**config.mk**
```make
export PLATFORM = sky130hd
export DESIGN_NAME = inst_fetch
export DESIGN_NICKNAME = d
export VERILOG_FILES = /design/src/rtl/inst_fetch_pkg.sv /design/src/rtl/fetch_queue.sv /design/src/rtl/inst_fetch.sv
export SDC_FILE = /design/constraint.sdc
export NUM_CORES = 1
export LEC_CHECK = 0
export CAP_MARGIN = 0
export CELL_PAD_IN_SITES_DETAIL_PLACEMENT = 0
export CELL_PAD_IN_SITES_GLOBAL_PLACEMENT = 1
export CORE_UTILIZATION = 40
export CTS_CLUSTER_SIZE = 16
export DETAILED_ROUTE_END_ITERATION = 7
export GPL_TIMING_DRIVEN = 1
export PLACE_DENSITY_LB_ADDON = 0.12
export SLEW_MARGIN = 20
export SYNTH_ARGS = -nofsm -noshare
export SYNTH_HDL_FRONTEND = slang
export SYNTH_SLANG_ARGS = --single-unit
```
**constraint.sdc**
```tcl
create_clock -name clk -period 6 [get_ports clk]
set_clock_uncertainty 0.1 [all_clocks]
set_input_delay 1.2 -clock clk [delete_from_list [all_inputs] [get_ports clk]]
set_output_delay 1.2 -clock clk [all_outputs]
set_load 0.05 [all_outputs]
```
**src/rtl/inst_fetch_pkg.sv**
```systemverilog
// Shared types and constants for the instruction fetch front-end.
package inst_fetch_pkg;

    localparam int unsigned InstAddrBusW = 32;
    localparam int unsigned InstBusW     = 32;

    localparam logic [InstBusW-1:0] ZeroWord = '0;

    localparam logic ChipEnable  = 1'b1;
    localparam logic ChipDisable = 1'b0;

    // Prefetch queue depth; only 2 is exercised.
    localparam int unsigned FetchQDepth = 2;

    // Fetch state machine encodings.
    typedef enum logic [1:0] {
        FetchBoot = 2'b00,
        FetchRun  = 2'b01,
        FetchFull = 2'b10
    } fetch_state_e;

    // Force an address onto a word boundary.
    function automatic logic [InstAddrBusW-1:0] word_align(input logic [InstAddrBusW-1:0] addr);
        return addr & ~{{(InstAddrBusW - 2){1'b0}}, 2'b11};
    endfunction

endpackage

```
**src/rtl/fetch_queue.sv**
```systemverilog
// Small FIFO of {pc, inst} pairs feeding the IF/ID stage.
// Flush and reset both empty the queue; storage contents are don't-care when empty.
module fetch_queue
    import inst_fetch_pkg::*;
#(
    parameter int unsigned Depth = FetchQDepth,
    localparam int unsigned CntW = $clog2(Depth + 1)
) (
    input  logic                    clk,
    input  logic                    rst,
    input  logic                    flush_i,
    input  logic                    push_i,
    input  logic [InstAddrBusW-1:0] push_pc_i,
    input  logic [InstBusW-1:0]     push_inst_i,
    input  logic                    pop_i,
    output logic [CntW-1:0]         count_o,
    output logic [CntW-1:0]         count_next_o,
    output logic [InstAddrBusW-1:0] head_pc_o,
    output logic [InstBusW-1:0]     head_inst_o
);

    localparam int unsigned PtrW = (Depth > 1) ? $clog2(Depth) : 1;

    logic [InstAddrBusW-1:0] mem_pc_q   [Depth];
    logic [InstBusW-1:0]     mem_inst_q [Depth];

    logic [PtrW-1:0] rd_ptr_q, rd_ptr_d;
    logic [PtrW-1:0] wr_ptr_q, wr_ptr_d;
    logic [CntW-1:0] count_q, count_d;

    logic do_push;
    logic do_pop;

    function automatic logic [PtrW-1:0] ptr_inc(input logic [PtrW-1:0] ptr);
        return (ptr == PtrW'(Depth - 1)) ? '0 : ptr + PtrW'(1);
    endfunction

    // A push into a full queue is only accepted when a pop frees a slot.
    always_comb begin
        do_pop  = pop_i && (count_q != '0);
        do_push = push_i && ((count_q != CntW'(Depth)) || do_pop);
    end

    // Pointer and occupancy next-state; flush overrides everything.
    always_comb begin
        rd_ptr_d = rd_ptr_q;
        wr_ptr_d = wr_ptr_q;
        count_d  = count_q;
        if (flush_i) begin
            rd_ptr_d = '0;
            wr_ptr_d = '0;
            count_d  = '0;
        end else begin
            if (do_push) wr_ptr_d = ptr_inc(wr_ptr_q);
            if (do_pop)  rd_ptr_d = ptr_inc(rd_ptr_q);
            case ({do_push, do_pop})
                2'b10:   count_d = count_q + CntW'(1);
                2'b01:   count_d = count_q - CntW'(1);
                default: count_d = count_q;
            endcase
        end
    end

    // Pointer and occupancy registers.
    always_ff @(posedge clk) begin
        if (rst) begin
            rd_ptr_q <= '0;
            wr_ptr_q <= '0;
            count_q  <= '0;
        end else begin
            rd_ptr_q <= rd_ptr_d;
            wr_ptr_q <= wr_ptr_d;
            count_q  <= count_d;
        end
    end

    // Entry storage; no reset needed because empty entries are never presented.
    always_ff @(posedge clk) begin
        if (!rst && !flush_i && do_push) begin
            mem_pc_q[wr_ptr_q]   <= push_pc_i;
            mem_inst_q[wr_ptr_q] <= push_inst_i;
        end
    end

    assign count_o      = count_q;
    assign count_next_o = count_d;
    assign head_pc_o    = mem_pc_q[rd_ptr_q];
    assign head_inst_o  = mem_inst_q[rd_ptr_q];

endmodule

```
**src/rtl/inst_fetch.sv**
```systemverilog
// Instruction fetch front-end: owns the PC, drives the combinational ROM and
// presents the head of a small prefetch queue to IF/ID with a valid/stall handshake.
module inst_fetch
    import inst_fetch_pkg::*;
#(
    parameter logic [InstAddrBusW-1:0] RESET_PC = 32'h0000_0000,
    parameter int unsigned             QDEPTH   = FetchQDepth
) (
    input  logic                    clk,
    input  logic                    rst,
    input  logic                    stall_i,
    input  logic                    branch_flag_i,
    input  logic [InstAddrBusW-1:0] branch_target_i,
    output logic                    rom_ce_o,
    output logic [InstAddrBusW-1:0] rom_addr_o,
    input  logic [InstBusW-1:0]     rom_inst_i,
    output logic                    id_valid_o,
    output logic [InstAddrBusW-1:0] id_pc_o,
    output logic [InstBusW-1:0]     id_inst_o
);

    localparam int unsigned CntW = $clog2(QDEPTH + 1);

    fetch_state_e state_q, state_d;
    logic [InstAddrBusW-1:0] pc_q, pc_d;

    logic [CntW-1:0]         q_count;
    logic [CntW-1:0]         q_count_next;
    logic [InstAddrBusW-1:0] q_head_pc;
    logic [InstBusW-1:0]     q_head_inst;

    logic pop;
    logic fetch;
    logic push;

    fetch_queue #(
        .Depth (QDEPTH)
    ) u_fetch_queue (
        .clk          (clk),
        .rst          (rst),
        .flush_i      (branch_flag_i),
        .push_i       (push),
        .push_pc_i    (pc_q),
        .push_inst_i  (rom_inst_i),
        .pop_i        (pop),
        .count_o      (q_count),
        .count_next_o (q_count_next),
        .head_pc_o    (q_head_pc),
        .head_inst_o  (q_head_inst)
    );

    // Issue logic: RUN always has room; FULL only issues when a pop frees a slot
    // this cycle, so a released stall resumes fetching without a bubble.
    always_comb begin
        pop   = id_valid_o && !stall_i;
        fetch = 1'b0;
        if (!rst) begin
            case (state_q)
                FetchRun:  fetch = 1'b1;
                FetchFull: fetch = pop;
                default:   fetch = 1'b0;
            endcase
        end
        // A redirect discards whatever the ROM returns this cycle.
        push = fetch && !branch_flag_i;
    end

    // Next state and next PC; branch beats stall and BOOT, reset beats branch.
    always_comb begin
        state_d = state_q;
        pc_d    = pc_q;
        if (branch_flag_i) begin
            state_d = FetchRun;
            pc_d    = word_align(branch_target_i);
        end else begin
            case (state_q)
                FetchBoot: state_d = FetchRun;
                FetchRun, FetchFull: begin
                    state_d = (q_count_next == CntW'(QDEPTH)) ? FetchFull : FetchRun;
                end
                default: state_d = FetchBoot;
            endcase
            if (fetch) pc_d = pc_q + 32'd4;
        end
    end

    // State machine and PC register.
    always_ff @(posedge clk) begin
        if (rst) begin
            state_q <= FetchBoot;
            pc_q    <= word_align(RESET_PC);
        end else begin
            state_q <= state_d;
            pc_q    <= pc_d;
        end
    end

    // ROM side: address always follows the PC, even with the chip disabled.
    assign rom_ce_o   = fetch ? ChipEnable : ChipDisable;
    assign rom_addr_o = rst ? word_align(RESET_PC) : word_align(pc_q);

    // IF/ID side: queue head, zeroed when nothing is valid.
    assign id_valid_o = (q_count != '0);
    assign id_pc_o    = id_valid_o ? q_head_pc : '0;
    assign id_inst_o  = id_valid_o ? q_head_inst : ZeroWord;

endmodule

```
Word-level counts from Yosys, hierarchy flattened

Memory sizes are Yosys's and may differ from the RTL's. A register that Yosys moved wholly into a read port is not among the register bits.
Index checks and enable logic that the tools add are counted.

Add/subtract/negate cells: 5
Equal/unequal tests: 6
Mux-type cells: 21
Reductions and logical operators: 15

Operator list:

| kind                  | count |
|---|---|
| $mux 32               | 5 |
| $add 32x3->32 const B | 1 |
| $mux 1                | 11 |
| $pmux 2 s2            | 2 |
| $eq 2x2->1 const B    | 3 |
| $logic_and 1x1->1     | 6 |
| $eq 2x1->1 const B    | 2 |
| $mux 2                | 2 |
| $reduce_bool 2->1     | 2 |
| $reduce_or 2->1       | 2 |
| $logic_not 1->1       | 3 |
| $add 1x1->1 const B   | 2 |
| $add 2x1->2 const B   | 1 |
| $logic_not 2->1       | 1 |
| $ne 2x2->1 const B    | 1 |
| $pmux 1 s2            | 1 |
| $sub 2x1->2 const B   | 1 |
| $logic_or 1x1->1      | 1 |

Flip-flop bits (word level): 38
Memory bits (writable): 128
Input bits: 68
Logic and storage cells: 56
Memories kept: 2

Memories:

| memory                   | words | bits a word | read ports | clocked after memory_dff | wr ports | RTL line          | RTL |
|---|---|---|---|---|---|---|---|
| u_fetch_queue.mem_inst_q | 2     | 32          | 1          | 1                        | 1        | fetch_queue.sv:25 | `logic [InstBusW-1:0] mem_inst_q [Depth];` |
| u_fetch_queue.mem_pc_q   | 2     | 32          | 1          | 1                        | 1        | fetch_queue.sv:24 | `logic [InstAddrBusW-1:0] mem_pc_q [Depth];` |

Longest topological paths before layout

Depth in word-level cells: 13
Gate-level depth with buffers: 12
Depth with buffers taken out: 11

Hierarchy

From an unflattened synthesis, not the netlist that was laid out.

Cell total of the unflattened synthesis: 573
Area, all modules: 7448.4 sq um

By module, submodules not included:

| module      | instances | cells an instance | area an instance (sq um) | sequential area each (sq um) |
|---|---|---|---|---|
| fetch_queue | 1         | 228               | 4860.9                   | 3943.8 |
| inst_fetch  | 1         | 345               | 2587.5                   | 640.6 |

Least setup slack after synthesis

Ideal clock, no wire load.

Path type: input to register
Start: input stall_i
End: memory u_fetch_queue.mem_inst_q[0][0] (enable)
Arrival time: 4.537 ns
Path slack: 0.881 ns
Stages on the path: 6
Buffers on the path: 1
Cell sequence: o21ba_4 a21oi_2 buf_2 nor2_1 nand2_1 nor2_1

Cells in the longest elaborated chain, start to end: 9
Elaborated cells on any way between the ends: 11
Those cells by class: mux: 4; reduce/logical: 7

RTL lines:

| element                        | RTL line          | RTL |
|---|---|---|
| from (decl)                    | inst_fetch.sv:11  | `input logic stall_i,` |
| $logic_not 1->1 *              | inst_fetch.sv:55  | `pop = id_valid_o && !stall_i;` |
| $logic_and 1x1->1 *            | inst_fetch.sv:55  |  |
| $pmux 1 s2                     | inst_fetch.sv:58  | `case (state_q)` |
| $mux 1                         | inst_fetch.sv:57  | `if (!rst) begin` |
| $logic_and 1x1->1              | inst_fetch.sv:65  | `push = fetch && !branch_flag_i;` |
| $logic_and 1x1->1 *            | fetch_queue.sv:41 | `do_push = push_i && ((count_q != CntW'(Depth)) \|\| do_pop);` |
| $logic_and 1x1->1 *            | fetch_queue.sv:79 | `if (!rst && !flush_i && do_push) begin` |
| $mux 1 *                       | fetch_queue.sv:79 |  |
| $mux 1 (not written as such) * | fetch_queue.sv:81 | `mem_inst_q[wr_ptr_q] <= push_inst_i;` |
| to (decl)                      | fetch_queue.sv:25 |  |

Mark *: on every way between the ends. The rest lies on a longest branch, timed or not.

Final worst setup path

Start: input stall_i
End: output rom_ce_o

Cells in the longest elaborated chain, start to end: 5

RTL lines:

| element           | RTL line         | RTL |
|---|---|---|
| $logic_not 1->1   | inst_fetch.sv:55 |  |
| $logic_and 1x1->1 | inst_fetch.sv:55 |  |
| $pmux 1 s2        | inst_fetch.sv:58 |  |
| $mux 1            | inst_fetch.sv:57 |  |
| $mux 1            | inst_fetch.sv:99 | `assign rom_ce_o = fetch ? ChipEnable : ChipDisable;` |
| to (decl)         | inst_fetch.sv:14 | `output logic rom_ce_o,` |

No other way between the ends.

==> metrics.md <==
| Metric | Value |
|---|---|
| DRT iter0 DRCs | 282 |
| Ys Warns | 0 |
| Post-CTS resize count | 0 |
| Syn Std Cell Area | approximately 7100 µm² |
| Syn-to-layout area delta | 33.6% |
| Gp weighted congestion | roughly 0.76 |
| CP delay by family, top | buffers and inverters |
| # hold bufs at CTS | 0 |
| GRT overflow | 0 |
| Pwr Density | ~270 nW/µm² |
| Critical Path Sink Type | output port |
| Top_reg_cell synth | edfxtp_1 |
| Routed len/inst | 17.0 µm |
| Required @ worst endpoint | 4.70 ns |
| Slowest stage delay, CP | 0.76 ns |
| Final Instance Count excl. Fillers | 956 |
| Gr usage total | 18.6% |
| CTS sink cnt | 161 |
| Setup Viol. Count Final | 0 |
| FFs w/ async S/R, synth | 0% |
| Routed vias/inst | 5.02 |
| Pin count of the biggest net entering global routing | 63 |
| EDFF count, synth | 124 |
| Clk buf depth | 2 |
| Post-Syn Area per Cell | 12.4 µm² |
| DRT Pass-1 Iters | 4 |
| Max Slew Vio Count | 0 |
| Layout net count | 792 |
| Crit path arrival time | roughly 3.5 ns |
| CP startpoint kind | input pin |
| Post-CTS Setup Inserts | 0 |
| Clk slew on worst S/H paths | roughly 0.070 ns |
| Max-Cap Viols | 0 |
| Post-DRT Antenna Nets | 0 |
| Chip Height | 135 µm |
| Buf+Inv Stages, Crit Path | 2 |
| Drt total wl | 16300 µm |
| Hold Crit Class | reg -> reg |
| Setup_tns | 0 ns |
| Peak supply drop | 0.000186 V |
| Row count | 48 |
| Placed Cells incl. Taps | between 900 and 1000 |
| First-pass GRT wire length | 25700 µm |
| Fin crit share | 79.3% |
| Die width | 135 µm |
| Sequential element share of the synthesized area | between 60 and 70% |
| Max frequency | 210 MHz |
| DR vias | about 4800 |
| RSZ-0062 raised after global routing | false |
| Yosys reg bits | 161 |
| Residual DRC | 0 |
| Hpwl dp | approximately 11000 µm |
| Post-Synthesis Cells | 570 |
| Port buffer count | 159 |
| Area of the multi-input gates | 2420 µm² |
| Share of cells above drive strength 1 | 7.25% |
| H-tree levels | 4 |
| Initial antenna violation count | 0 |
| Root buf cell | clkbuf_16 |
| Setup CP Type | in -> out |
| CTS buffer count | 17 |
| Outcome | completed |
| Io pins | 166 |
| Die area | about 18000 µm² |
| # diodes | 0 |
| Effective utilization at floorplan | 40.9% |
| Worst slew pin tran | between 0.9 and 1 ns |
| Core box area | 17300 µm² |
| Reg area | 4470 µm² |
| Most used cell, CP | clkdlybuf4s50_1 |
| CTS tree | done |
| Final Hold Vio Count | 0 |
| Netlist cell types | 49 |
| Slew margin rel. | 39.2% |
| Tmin final | roughly 4.8 ns |
| Fillers | roughly 1500 |
| Leak Pwr | about 0.0030 µW |
| Cell Chain, Critical Path | clkdlybuf4s50_1, o21ba_4, a21oi_2, nor2_1, clkdlybuf4s50_1 |
| Max FO, Critical Path | 15 |
| Skew-Pair Late Insertion Delay | 0.42 ns |
| Vias in the first global route | 4773 |
| Slowest-stage cell, CP | clkdlybuf4s50_1 |
-- cell usage after synthesis (2+ instances only) --
| library cell | n | area share [%] |
|---|---|---|
| o22ai_1 | 4 | 0.35 |
| nor2_1 | 102 | 5.4 |
| nor4_1 | 10 | 0.88 |
| nor2b_1 | 27 | 2.4 |
| o21ai_0 | 2 | 0.14 |
| edfxtp_1 | 124 | 53 |
| buf_4 | 6 | 0.64 |
| inv_1 | 13 | 0.69 |
| a21o_1 | 2 | 0.21 |
| and3_1 | 3 | 0.27 |
| a22oi_1 | 3 | 0.32 |
| or3_1 | 2 | 0.18 |
| clkbuf_1 | 30 | 1.6 |
| buf_2 | 2 | 0.14 |
| a211oi_1 | 18 | 1.9 |
| xor2_1 | 8 | 0.99 |
| nand2_1 | 8 | 0.42 |
| nor3_1 | 9 | 0.64 |
| nand3_1 | 9 | 0.64 |
| nor4_2 | 3 | 0.53 |
| buf_1 | 2 | 0.11 |
| a31o_2 | 2 | 0.25 |
| xnor2_1 | 16 | 2.0 |
| dfxtp_1 | 37 | 10 |
| nand3b_1 | 2 | 0.21 |
| ha_1 | 6 | 1.1 |
| nand4_1 | 15 | 1.3 |
| a31oi_1 | 6 | 0.53 |
| and4_1 | 7 | 0.87 |
| a21oi_1 | 2 | 0.14 |
| mux2i_1 | 65 | 9.2 |
| a311oi_1 | 4 | 0.50 |
| and2_1 | 5 | 0.44 |
-- metal layers --
metal / GRT usage, % / vias to the layer above / wire (µm)
met5: 0 / - / 0
met4: 7.18 / 0 / 88
met3: 4.43 / 7 / 718
met2: 29.5 / 126 / 8010
met1: 24.6 / 2292 / 7470
li1: - / 2378 / -
-- cell families (layout without fill, tap and decap cells) --
kind of cell               Yosys count  after routing  synth area share, %
AOI/OAI and AO/OA                   51             51                 5.45
xor gates and xnor gates            24             24                 2.97
adders and majority gates            6              6                 1.06
buffers and inverters               53            211                 3.17
DFF                                161            161                 63.1
muxes                               65             65                 9.20
other                                1              4               0.0530
and+or+nand+nor                    209            209                 15.0
-- layout by cell type (no fill, tap or decap), drive strengths merged, types with 5 or more instances in the layout --
cell type	count
clkbuf	17
and4	7
nor3	9
and2	5
xor2	8
nor4	13
dfxtp	37
clkdlybuf4s50	158
edfxtp	124
nor2	102
a211oi	18
inv	20
nand4	15
mux2i	65
a31oi	6
nand3	10
buf	8
nand2	9
ha	6
xnor2	16
nor2b	27
-- flip-flops by register name (all words and copies together), names as in the netlist, named ones only --
signal and count:
pc_q 30, state_q 2, u_fetch_queue.count_o 2, u_fetch_queue.mem_inst_q 64, u_fetch_queue.mem_pc_q 60, u_fetch_queue.rd_ptr_q 1
u_fetch_queue.wr_ptr_q 1
-- layout make-up --
type / instances / area share [%]
clock buffer: 17 / 4.50
tap: 225 / 2.98
clock inverter: 15 / 1.57
sequential: 161 / 47.3
timing repair buffer: 166 / 17.6
multi-input combinational: 359 / 25.6
inverter: 13 / 0.516
-- per-stage QoR --
| stage | utilization, % | total power [µW] | hold slack [ns] | setup WS, ns | area, µm² |
|---|---|---|---|---|---|
| detailed placement | 51.3 | 1490 | 0.370 | 1.25 | 8880 |
| floorplan | - | 1400 | 0.324 | 0.881 | 7090 |
| CTS | 54.7 | 2530 | 0.387 | 1.21 | 9460 |
| finish | 54.7 | 2510 | 0.394 | 1.24 | 9460 |
| global placement | 51.2 | 1490 | 0.366 | 1.24 | 8860 |
| global route | 54.7 | 2600 | 0.422 | 1.10 | 9460 |
-- power breakdown --
group | internal, µW | switching, µW
clock network | 583 | 456
registers | 1220 | 28.8
logic | 92.3 | 124
-- final timing paths --
path | slack, ns | cells past startpoint | from | end
max | 1.24 | 5 | stall_i | rom_ce_o
min | 0.39 | 0 | pc_q[18] | u_fetch_queue.mem_pc_q[1][18]
max reg2reg | 2.88 | 11 | state_q[0] | state_q[0]
min reg2reg | 0.39 | 0 | pc_q[18] | u_fetch_queue.mem_pc_q[1][18]
No activity file was read; power rests on OpenSTA's default activity.
